==> config.mk <==
export PLATFORM = sky130hd
export DESIGN_NAME = store_buffer_flat
export DESIGN_NICKNAME = d
export VERILOG_FILES = /design/src/rtl/store_buffer_if.sv /design/src/rtl/store_buffer.sv /design/src/flat_wrapper.sv
export SDC_FILE = /design/constraint.sdc
export NUM_CORES = 1
export LEC_CHECK = 0
export CAP_MARGIN = 15
export CORE_UTILIZATION = 50
export CTS_CLUSTER_DIAMETER = 100
export DETAILED_ROUTE_END_ITERATION = 7
export PLACE_DENSITY_LB_ADDON = 0.05
export SYNTH_ARGS = -nofsm -noshare
export SYNTH_HDL_FRONTEND = slang
export SYNTH_SLANG_ARGS = --single-unit
==> constraint.sdc <==
create_clock -name clk -period 6.82 [get_ports clk]
set_input_delay 1.364 -clock clk [delete_from_list [all_inputs] [get_ports clk]]
set_output_delay 1.364 -clock clk [all_outputs]
set_load 0.02 [all_outputs]
==> src/rtl/store_buffer_if.sv <==
// Request/response word bus shared by the cpu and memory sides of the store buffer.
// master issues read/write requests; slave answers with a one-cycle resp pulse.
interface store_buffer_if;
  logic        read;
  logic        write;
  logic [3:0]  byte_enable;
  logic [31:0] address;
  logic [31:0] wdata;
  logic        resp;
  logic [31:0] rdata;

  modport master (
    output read, write, byte_enable, address, wdata,
    input  resp, rdata
  );

  modport slave (
    input  read, write, byte_enable, address, wdata,
    output resp, rdata
  );
endinterface

==> src/rtl/store_buffer.sv <==
// Posted-write buffer: stores are acked once queued and drained to memory in
// program order; loads wait for an empty buffer so they see every earlier store.
module store_buffer #(
  parameter int unsigned DEPTH = 4,
  parameter int unsigned PTR_W = $clog2(DEPTH)
) (
  input  logic           clk,
  input  logic           rst,
  store_buffer_if.slave  cpu,
  store_buffer_if.master mem
);

  typedef enum logic [1:0] {IDLE, DRAIN, READ, RESP} state_t;

  localparam logic [PTR_W:0] C_FULL = (PTR_W+1)'(DEPTH);

  state_t           r_state;
  state_t           w_state_nxt;

  logic [31:0]      r_fifo_addr [DEPTH];
  logic [31:0]      r_fifo_data [DEPTH];
  logic [3:0]       r_fifo_be   [DEPTH];
  logic [PTR_W-1:0] r_wr_ptr;
  logic [PTR_W-1:0] r_rd_ptr;
  logic [PTR_W:0]   r_count;
  logic             r_st_pend;

  logic             r_cpu_resp;
  logic [31:0]      r_cpu_rdata;
  logic             r_mem_read;
  logic             r_mem_write;
  logic [3:0]       r_mem_be;
  logic [31:0]      r_mem_addr;
  logic [31:0]      r_mem_wdata;

  logic             w_full;
  logic             w_empty;
  logic             w_enq;
  logic             w_pop;
  logic             w_load_done;
  logic             w_mem_read_nxt;
  logic             w_mem_write_nxt;
  logic [3:0]       w_mem_be_nxt;
  logic [31:0]      w_mem_addr_nxt;
  logic [31:0]      w_mem_wdata_nxt;

  assign w_full  = (r_count == C_FULL);
  assign w_empty = (r_count == '0);

  // r_st_pend marks a store that was acked while the cpu still holds the request,
  // so a request held past the resp cycle is not queued a second time.
  assign w_enq = cpu.write & ~cpu.read & ~r_cpu_resp & ~w_full & ~r_st_pend;

  assign cpu.resp        = r_cpu_resp;
  assign cpu.rdata       = r_cpu_rdata;
  assign mem.read        = r_mem_read;
  assign mem.write       = r_mem_write;
  assign mem.byte_enable = r_mem_be;
  assign mem.address     = r_mem_addr;
  assign mem.wdata       = r_mem_wdata;

  // Entry storage; contents are don't-care until written, so no reset needed.
  always_ff @(posedge clk) begin
    if (w_enq) begin
      r_fifo_addr[r_wr_ptr] <= cpu.address;
      r_fifo_data[r_wr_ptr] <= cpu.wdata;
      r_fifo_be[r_wr_ptr]   <= cpu.byte_enable;
    end
  end

  // Pointers, occupancy and the acked-pending flag.
  always_ff @(posedge clk or negedge rst) begin
    if (!rst) begin
      r_wr_ptr  <= '0;
      r_rd_ptr  <= '0;
      r_count   <= '0;
      r_st_pend <= 1'b0;
    end else begin
      if (w_enq) r_wr_ptr <= r_wr_ptr + 1'b1;
      if (w_pop) r_rd_ptr <= r_rd_ptr + 1'b1;
      case ({w_enq, w_pop})
        2'b10:   r_count <= r_count + 1'b1;
        2'b01:   r_count <= r_count - 1'b1;
        default: r_count <= r_count;
      endcase
      r_st_pend <= w_enq | (r_st_pend & cpu.write & ~cpu.read);
    end
  end

  // Memory-side state register.
  always_ff @(posedge clk or negedge rst) begin
    if (!rst) r_state <= IDLE;
    else      r_state <= w_state_nxt;
  end

  // Next state and next values of the registered memory-side outputs.
  always_comb begin
    w_state_nxt     = r_state;
    w_pop           = 1'b0;
    w_load_done     = 1'b0;
    w_mem_read_nxt  = r_mem_read;
    w_mem_write_nxt = r_mem_write;
    w_mem_be_nxt    = r_mem_be;
    w_mem_addr_nxt  = r_mem_addr;
    w_mem_wdata_nxt = r_mem_wdata;
    unique case (r_state)
      IDLE: begin
        if (!w_empty) begin
          w_mem_addr_nxt  = r_fifo_addr[r_rd_ptr];
          w_mem_wdata_nxt = r_fifo_data[r_rd_ptr];
          w_mem_be_nxt    = r_fifo_be[r_rd_ptr];
          w_mem_write_nxt = 1'b1;
          w_state_nxt     = DRAIN;
        end else if (cpu.read && !r_cpu_resp) begin
          w_mem_addr_nxt  = cpu.address;
          w_mem_be_nxt    = cpu.byte_enable;
          w_mem_read_nxt  = 1'b1;
          w_state_nxt     = READ;
        end
      end
      DRAIN: begin
        if (mem.resp) begin
          w_pop           = 1'b1;
          w_mem_write_nxt = 1'b0;
          w_state_nxt     = IDLE;
        end
      end
      READ: begin
        if (mem.resp) begin
          w_load_done    = 1'b1;
          w_mem_read_nxt = 1'b0;
          w_state_nxt    = RESP;
        end
      end
      RESP:    w_state_nxt = IDLE;
      default: w_state_nxt = IDLE;
    endcase
  end

  // Registered outputs to both sides.
  always_ff @(posedge clk or negedge rst) begin
    if (!rst) begin
      r_cpu_resp  <= 1'b0;
      r_cpu_rdata <= '0;
      r_mem_read  <= 1'b0;
      r_mem_write <= 1'b0;
      r_mem_be    <= '0;
      r_mem_addr  <= '0;
      r_mem_wdata <= '0;
    end else begin
      r_cpu_resp  <= w_enq | w_load_done;
      if (w_load_done) r_cpu_rdata <= mem.rdata;
      r_mem_read  <= w_mem_read_nxt;
      r_mem_write <= w_mem_write_nxt;
      r_mem_be    <= w_mem_be_nxt;
      r_mem_addr  <= w_mem_addr_nxt;
      r_mem_wdata <= w_mem_wdata_nxt;
    end
  end

endmodule

==> src/flat_wrapper.sv <==
// flat-port wrapper written by rule: the top's interface ports become plain ports
module store_buffer_flat 
#(
  parameter int unsigned DEPTH = 4,
  parameter int unsigned PTR_W = $clog2(DEPTH)
)
  (clk, rst, cpu_read, cpu_write, cpu_byte_enable, cpu_address, cpu_wdata, cpu_resp, cpu_rdata, mem_read, mem_write, mem_byte_enable, mem_address, mem_wdata, mem_resp, mem_rdata);
  store_buffer_if cpu_i ();
  store_buffer_if mem_i ();
  input  logic clk;
  input  logic rst;
  input wire logic [$bits(cpu_i.read)-1:0] cpu_read;
  input wire logic [$bits(cpu_i.write)-1:0] cpu_write;
  input wire logic [$bits(cpu_i.byte_enable)-1:0] cpu_byte_enable;
  input wire logic [$bits(cpu_i.address)-1:0] cpu_address;
  input wire logic [$bits(cpu_i.wdata)-1:0] cpu_wdata;
  output wire logic [$bits(cpu_i.resp)-1:0] cpu_resp;
  output wire logic [$bits(cpu_i.rdata)-1:0] cpu_rdata;
  output wire logic [$bits(mem_i.read)-1:0] mem_read;
  output wire logic [$bits(mem_i.write)-1:0] mem_write;
  output wire logic [$bits(mem_i.byte_enable)-1:0] mem_byte_enable;
  output wire logic [$bits(mem_i.address)-1:0] mem_address;
  output wire logic [$bits(mem_i.wdata)-1:0] mem_wdata;
  input wire logic [$bits(mem_i.resp)-1:0] mem_resp;
  input wire logic [$bits(mem_i.rdata)-1:0] mem_rdata;
  assign cpu_i.read = cpu_read;
  assign cpu_i.write = cpu_write;
  assign cpu_i.byte_enable = cpu_byte_enable;
  assign cpu_i.address = cpu_address;
  assign cpu_i.wdata = cpu_wdata;
  assign cpu_resp = cpu_i.resp;
  assign cpu_rdata = cpu_i.rdata;
  assign mem_read = mem_i.read;
  assign mem_write = mem_i.write;
  assign mem_byte_enable = mem_i.byte_enable;
  assign mem_address = mem_i.address;
  assign mem_wdata = mem_i.wdata;
  assign mem_i.resp = mem_resp;
  assign mem_i.rdata = mem_rdata;
  store_buffer #(.DEPTH(DEPTH), .PTR_W(PTR_W)) u_core (.clk(clk), .rst(rst), .cpu(cpu_i), .mem(mem_i));
endmodule
==> results by group, run 1 <==
Outcome
  – Status: finished, final reports clean

Yosys
  – Syn_area_per_cell: 20.71 um^2
  – Unique cell type count in the Yosys netlist: 37
  – Post-synthesis compound-gate area fraction: 3.842%
  – Adder-cell share of the synthesized area: 0.5623%
  – Area leader, netlist: edfxtp_1
  – Sequential area share after synthesis: 74.87%
  – Flops & latches, synth: 385
  – Mapped Cells: 709
  – Number of warnings issued by yosys: 0
  – Mapped cell area: 0.01469 mm^2
  – Area fraction of the dominant cell type after synthesis: 55.61%
  – Synth top area cells: edfxtp_1, dfrtp_1, mux4_2
  – Mux cell area share after synthesis: 16.76%
  – Syn nets: 820
  – Fraction of the mapped netlist area in simple logic gates: 1.627%
  – Synth Area in XOR/XNOR: 0.3578%
  – Largest family of logic cells by synthesized area: multiplexers

Timing
  – Hold Vio Cnt, Final: 0
  – F_max: 0.2864 GHz
  – Final worst clock skew: 13.78 ps
  – Final worst path period need: 3492 ps
  – Unrepaired setup endpoints after global routing: false
  – TNS Setup: 0 ps
  – Fin crit share: 51.20%
  – Slew Viols, Final: 0
  – Least-Margin Pin Slew: 1071 ps
  – Slew headroom: 28.58%
  – Endpoints failing setup: 0

Global route
  – Vias in the first global route: 8240
  – Largest net degree at the start of global routing: 70
  – First-pass GRT wire length: 46880 um
  – Initial antenna violation count: 2
  – Grt total ovfl: 0
  – GRT Total Usage: 20.33%

Routing
  – Initial DRT Pass Iterations: 4
  – Post-DR wirelength/cell: 21.87 um
  – Total wire length: 29290 um
  – DRT antenna net count: 0
  – Via/cell ratio: 5.581
  – M1 wire length: 12370 um
  – WL met3: 1475 um
  – Post-route DRC: 0
  – Metal2 WL: 14910 um
  – DRT iter0 DRCs: 616
  – Top layer in use: met4
  – Vias: 7473

Placed design
  – GPL Wtd Cong: 0.7343
  – DP HPWL: 17540 um
  – PortBufs: 207
  – Cell Area, Placed: 0.01705 mm^2

Clocking
  – Root buf cell: clkbuf_16
  – TritonCTS clock tree: done
  – Clk sink count: 385
  – Max Root-Sink Buffers: 3
  – Clock H-tree levels: 2
  – Post-CTS Resized: 0
  – Post-CTS Hold Fix Bufs: 0
  – Setup Buffers After CTS: 0
  – Clock Pin Slew Worst Setup and Hold Paths: 60 ps
  – Clk Latency, worst-skew pair: 510 ps
  – Cts bufs inserted: 39

Setup path
  – WS Path Type: in -> reg
  – CP Launch Type: input port
  – CP required: 6940 ps
  – Crit path max fanout: 68
  – Worst Path Arrival: 3620 ps
  – Worst setup EP type: register

Power and ir drop
  – Power share of the combinational group: 31.2%
  – Sw Pwr: 2.351 mW
  – Seq pwr share: 42.4%
  – Total Power: 7.865 mW
  – Pint: 5.514 mW
  – Max rail drop VDD: 0.2545 mV
  – Pwr Density: 428.8 mW/mm^2
  – Pleak: 6.537 nW
  – Sw Ratio: 29.90%
  – Clock Power Share: 26.4%

Die
  – Initial Utilization: 51.03%
  – Area of the core: 0.02878 mm^2
  – Die Wd: 173.4 um
  – I/O pin cnt: 208
  – Rows: 62
  – Die footprint: 0.03006 mm^2
  – Die height: 173.4 um

Worst hold path
  – Hold WC Path Type: reg -> reg

Layout
  – Final instance area: 0.01834 mm^2
  – Nets: 1034
  – Fillers: 1983
  – Area grow syn2layout: 24.88%
  – Share of cells above drive strength 1: 21.72%

Job
  – # Max-Cap Violations: 0
==> worst paths after layout <==
check,start,to,slack (ps),cells past startpoint
min in group asynchronous,rst,u_core.mem.wdata[9]$_DFFE_PN0N_,890,1
setup / recovery,cpu_read,u_core.r_fifo_addr[1][13]$_DFFE_PP_,3330,4
max in group asynchronous,rst,u_core.cpu.rdata[29]$_DFFE_PN0P_,4590,2
hold reg to reg,u_core.mem.address[23]$_DFFE_PN0P_,u_core.mem.address[23]$_DFFE_PN0P_,490,1
setup reg to reg,u_core.r_rd_ptr[0]$_DFFE_PN0P_,u_core.mem.address[22]$_DFFE_PN0P_,3920,4
hold / removal,u_core.mem.address[23]$_DFFE_PN0P_,u_core.mem.address[23]$_DFFE_PN0P_,490,1
==> sequential cells by signal, summed over array words and instances, names as in the netlist, 2 cells and up <==
| register | count |
|---|---|
| u_core.cpu.rdata | 32 |
| u_core.r_count | 3 |
| u_core.mem.address | 32 |
| u_core.r_wr_ptr | 2 |
| u_core.r_fifo_be | 16 |
| u_core.r_rd_ptr | 2 |
| u_core.r_state | 2 |
| u_core.r_fifo_addr | 128 |
| u_core.mem.byte_enable | 4 |
| u_core.r_fifo_data | 128 |
| u_core.mem.wdata | 32 |
==> synth_stat cells, drive strengths merged <==
cell     count
a22oi       30
a2111oi      1
mux2i        1
a221oi       1
a21oi        2
xor2         3
edfxtp     272
o21bai       1
dfrtp      113
nor2b        1
or3          1
nand2b       2
nor3         1
mux4        68
and2         4
nor4b        1
xnor2        3
and3b        1
nand3b       1
ha           5
nor2        35
mux2        77
inv         10
o21ai        1
o2bb2ai     30
clkbuf      15
fa           1
nand2        2
a31oi        1
buf         25
==> metrics by stage <==
step | hold WS (ps) | util [%] | instances | worst slack [ps]
global route | 507.2 | 63.71 | 1337 | 3168
floorplan | 502.0 | - | 709 | 2695
global placement | 470.7 | 59.24 | 1265 | 2854
finish | 489.8 | 63.73 | 1339 | 3328
CTS | 491.8 | 63.64 | 1336 | 3326
detailed placement | 473.1 | 59.24 | 1265 | 2796
==> layout make-up <==
cell class,count,area (um^2),share of cell area (%)
Multi-Input combinational cell,274,3421,18.65
Clock inverter,21,177.7,0.9687
Sequential cell,385,11000,59.99
Tap cell,384,480.5,2.620
Clock buffer,50,1090,5.942
Timing Repair Buffer,213,2127,11.60
Inverter,10,37.54,0.2047
Antenna cell,2,5.005,0.02729
==> routing by layer <==
metal  global-route usage, %  up-vias
met5                       0        -
met4                   5.568        0
met3                   3.684       42
met2                   34.34      230
met1                   27.30     3931
li1                        -     3270
==> worst max-delay path, stage by stage <==
cell             delay, ps
clkdlybuf4s50_1        450
nand2b_1               220
a2111oi_4              580
and2_4                 910
==> placed cells by master (no fill, tap or decap), types with 14 or more instances in the layout <==
cell / instances
a22oi_1: 30
mux2_2: 77
mux4_1: 14
dfrtp_1: 111
nor2_1: 34
clkbuf_16: 41
o2bb2ai_1: 30
mux4_2: 54
clkdlybuf4s50_1: 206
edfxtp_1: 272
==> power groups by stage <==
stage	Sequential, mW	Combinational [mW]	Clock, mW
after global placement	3.36	2.41	0
after detailed placement	3.38	2.47	0
after floorplan	3.51	1.38	0
after global routing	3.40	2.63	2.21
after CTS	3.35	2.48	2.12
final	3.33	2.46	2.08
==> cell families after synthesis <==
kind of cell               after synthesis
xor gates and xnor gates                 6
and+or+nand+nor                         49
AOI/OAI and AO/OA                       67
adders and majority gates                6
buffers and inverters                   50
DFF                                    385
muxes                                  146
Power figures use the tool's default switching activity.
==> inputs of run 2 (changes only) <==
Settings changed: CORE_UTILIZATION 50 to 49.
Clock period 6.82 ns to 2.99 ns, I/O delays scaled along.
==> run 2 against run 1 <==
Effect of this change:
- clock-buffer cell count rose by 6
- highest routed layer unchanged
- setup slack worse by 2600 ps
- utilization shrank 0.87 points
- worst hold slack worse by 320 ps
- first-iteration DRC count shrank 26%
- sequential power grew 120%
- clock skew about the same
==> results by group, run 2 (synthesis results as in run 1) <==
Layout
  – Reg area: 0.01100 mm^2 (unchanged)
  – Largest regs: u_core.r_fifo_addr: 128 flops, u_core.r_fifo_data: 128 flops (unchanged)
  – Share of cells above drive strength 1: 22.47% (was 21.72%)
  – Fin util: 62.86% (was 63.73%)
  – Most frequent cells in the layout: edfxtp_1, clkdlybuf4s50_1, dfrtp_1 (unchanged)
  – Nets: 1051 (was 1034)
  – Commonest non-fill, non-tap cell in the layout: edfxtp_1 (unchanged)
  – Fillers: 2089 (was 1983)
  – Final instance area: 0.01858 mm^2 (was 0.01834 mm^2)
  – Multi-input gate area: 0.003416 mm^2 (was 0.003421 mm^2)
  – Area grow syn2layout: 26.51% (was 24.88%)
  – N_diodes: 0 (was 2)

Timing
  – Final worst path period need: 2295 ps
  – Slew headroom: 47.02% (was 28.58%)
  – Hold Vio Cnt, Final: 0 (unchanged)
  – Final worst setup slack: 694.8 ps (was 3328 ps)
  – Least-Margin Pin Slew: 791.9 ps (was 1071 ps)
  – F_max: 0.4357 GHz
  – Endpoints failing setup: 0 (unchanged)
  – TNS Setup: 0 ps (unchanged)
  – Final worst clock skew: 13.60 ps (was 13.78 ps)
  – Unrepaired setup endpoints after global routing: false (unchanged)
  – Slew Viols, Final: 0 (unchanged)
  – Fin crit share: 76.76%

Global route
  – Vias in the first global route: 8048 (was 8240)
  – GRT Total Usage: 19.37% (was 20.33%)
  – First-pass GRT wire length: 45150 um (was 46880 um)
  – Initial antenna violation count: 0 (was 2)
  – Grt total ovfl: 0 (unchanged)
  – Largest net degree at the start of global routing: 114 (was 70)

Clocking
  – Setup Buffers After CTS: 0 (unchanged)
  – Post-CTS Resized: 0 (unchanged)
  – Clk sink count: 385 (unchanged)
  – Max Root-Sink Buffers: 3 (unchanged)
  – Root buf cell: clkbuf_16 (unchanged)
  – Cts bufs inserted: 40 (was 39)
  – Clock H-tree levels: 2 (unchanged)
  – Clk Latency, worst-skew pair: 510 ps (about the same)
  – Post-CTS Hold Fix Bufs: 0 (unchanged)
  – Clock Pin Slew Worst Setup and Hold Paths: 60 ps (about the same)
  – TritonCTS clock tree: done (unchanged)

Setup path
  – Worst Path Arrival: 1700 ps (was 3620 ps)
  – Worst setup EP type: primary output (was register)
  – CP max stage delay: 670 ps (was 910 ps)
  – CP Launch Type: register (was input port)
  – Crit path buf inv count: 1 (unchanged)
  – CP required: 2390 ps (was 6940 ps)
  – CP cell instances: clkdlybuf4s50_1 (was clkdlybuf4s50_1, nand2b_1, a2111oi_4, and2_4)
  – CP max-delay cell: clkdlybuf4s50_1 (was and2_4)
  – WS Path Type: reg -> out (was in -> reg)
  – Crit path max fanout: 4 (was 68)
  – CP delay by family, top: buffers and inverters (was simple AND/OR/NAND/NOR gates)

Outcome
  – Status: finished, final reports clean (unchanged)

Routing
  – DRT antenna net count: 0 (unchanged)
  – Vias: 7488 (was 7473)
  – Via/cell ratio: 5.506 (was 5.581)
  – Post-DR wirelength/cell: 21.00 um (was 21.87 um)
  – DRT iter0 DRCs: 457 (was 616)
  – Total wire length: 28570 um (was 29290 um)
  – Post-route DRC: 0 (unchanged)
  – Initial DRT Pass Iterations: 5 (was 4)

Job
  – # Max-Cap Violations: 0 (unchanged)

Placed design
  – PortBufs: 207 (unchanged)
  – Cell Area, Placed: 0.01733 mm^2 (was 0.01705 mm^2)
  – GPL Wtd Cong: 0.7531 (was 0.7343)
  – Pre-CTS setup slack: 231.2 ps (was 2796 ps)
  – DP HPWL: 18410 um (was 17540 um)

Power and ir drop
  – Pleak: 6.645 nW (was 6.537 nW)
  – Pwr Density: 966.5 mW/mm^2 (was 428.8 mW/mm^2)
  – Total Power: 17.96 mW (was 7.865 mW)
  – Max rail drop VDD: 0.5950 mV (was 0.2545 mV)

Die
  – Initial Utilization: 49.68% (was 51.03%)
  – I/O pin cnt: 208 (unchanged)
  – Area of the core: 0.02956 mm^2 (was 0.02878 mm^2)
  – Die height: 175.1 um (was 173.4 um)
  – Rows: 63 (was 62)
  – Die footprint: 0.03067 mm^2 (was 0.03006 mm^2)
  – Die Wd: 175.1 um (was 173.4 um)

Worst hold path
  – Hold WC Path Type: in -> async (was reg -> reg)
-- run 2: cell types whose count changed in the layout (fill, tap and decap cells not counted), sizes merged --
| cell | change |
|---|---|
| buf | +16 |
| clkbuf | +6 |
| clkinv | -3 |
| clkinvlp | -2 |
| diode | -2 |
-- run 2: cell type report --
cell class                      count  area share, %
Clock inverter                     16         0.8013
Multi-Input combinational cell    274          18.38
Sequential cell                   385          59.22
Timing Repair Buffer              229          12.84
Clock buffer                       56          5.933
Inverter                           10         0.2020
Tap cell                          390          2.626
-- run 2: routing by layer --
metal	wire length [um]	up-vias	GRT usage [%]
met5	0	-	0
met4	558	0	5.543
met3	1296	45	3.394
met2	14410	224	32.57
met1	12300	3903	26.08
li1	-	3316	-
-- run 2: final timing paths --
kind	startpoint	end	slack [ps]	depth (start not counted)
worst max-delay path	u_core.cpu.resp$_DFF_PN0_	cpu_resp	690	1
worst min-delay path	rst	u_core.mem.wdata[12]$_DFFE_PN0N_	170	2
worst max register to register	u_core.r_count[0]$_DFFE_PN0P_	u_core.mem.address[5]$_DFFE_PN0P_	700	5
worst min register to register	u_core.mem.address[27]$_DFFE_PN0P_	u_core.mem.address[27]$_DFFE_PN0P_	490	1
max in group asynchronous	rst	u_core.r_rd_ptr[1]$_DFFE_PN0P_	2300	2
min in group clk	u_core.mem.address[27]$_DFFE_PN0P_	u_core.mem.address[27]$_DFFE_PN0P_	490	1
-- run 2: through the flow --
step                hold slack, ps  std cells
global placement             474.7       1288
finish                       168.8       1360
global route                 216.3       1360
detailed placement           478.8       1288
floorplan                    302.4        709
CTS                          191.9       1360
-- run 2: report_power, final --
group	leakage (nW)	internal (mW)	total, mW	switching [mW]
registers	3.86	6.77	7.46	0.696
logic	2.18	3.07	5.80	2.73
clock network	0.610	2.82	4.70	1.87
-- run 2: worst register-to-register path, stage by stage, from the launching register on --
cell	delay, ps
dfrtp_1	430
or3_2	500
buf_4	300
a21oi_4	380
buf_4	420
o2bb2ai_1	190
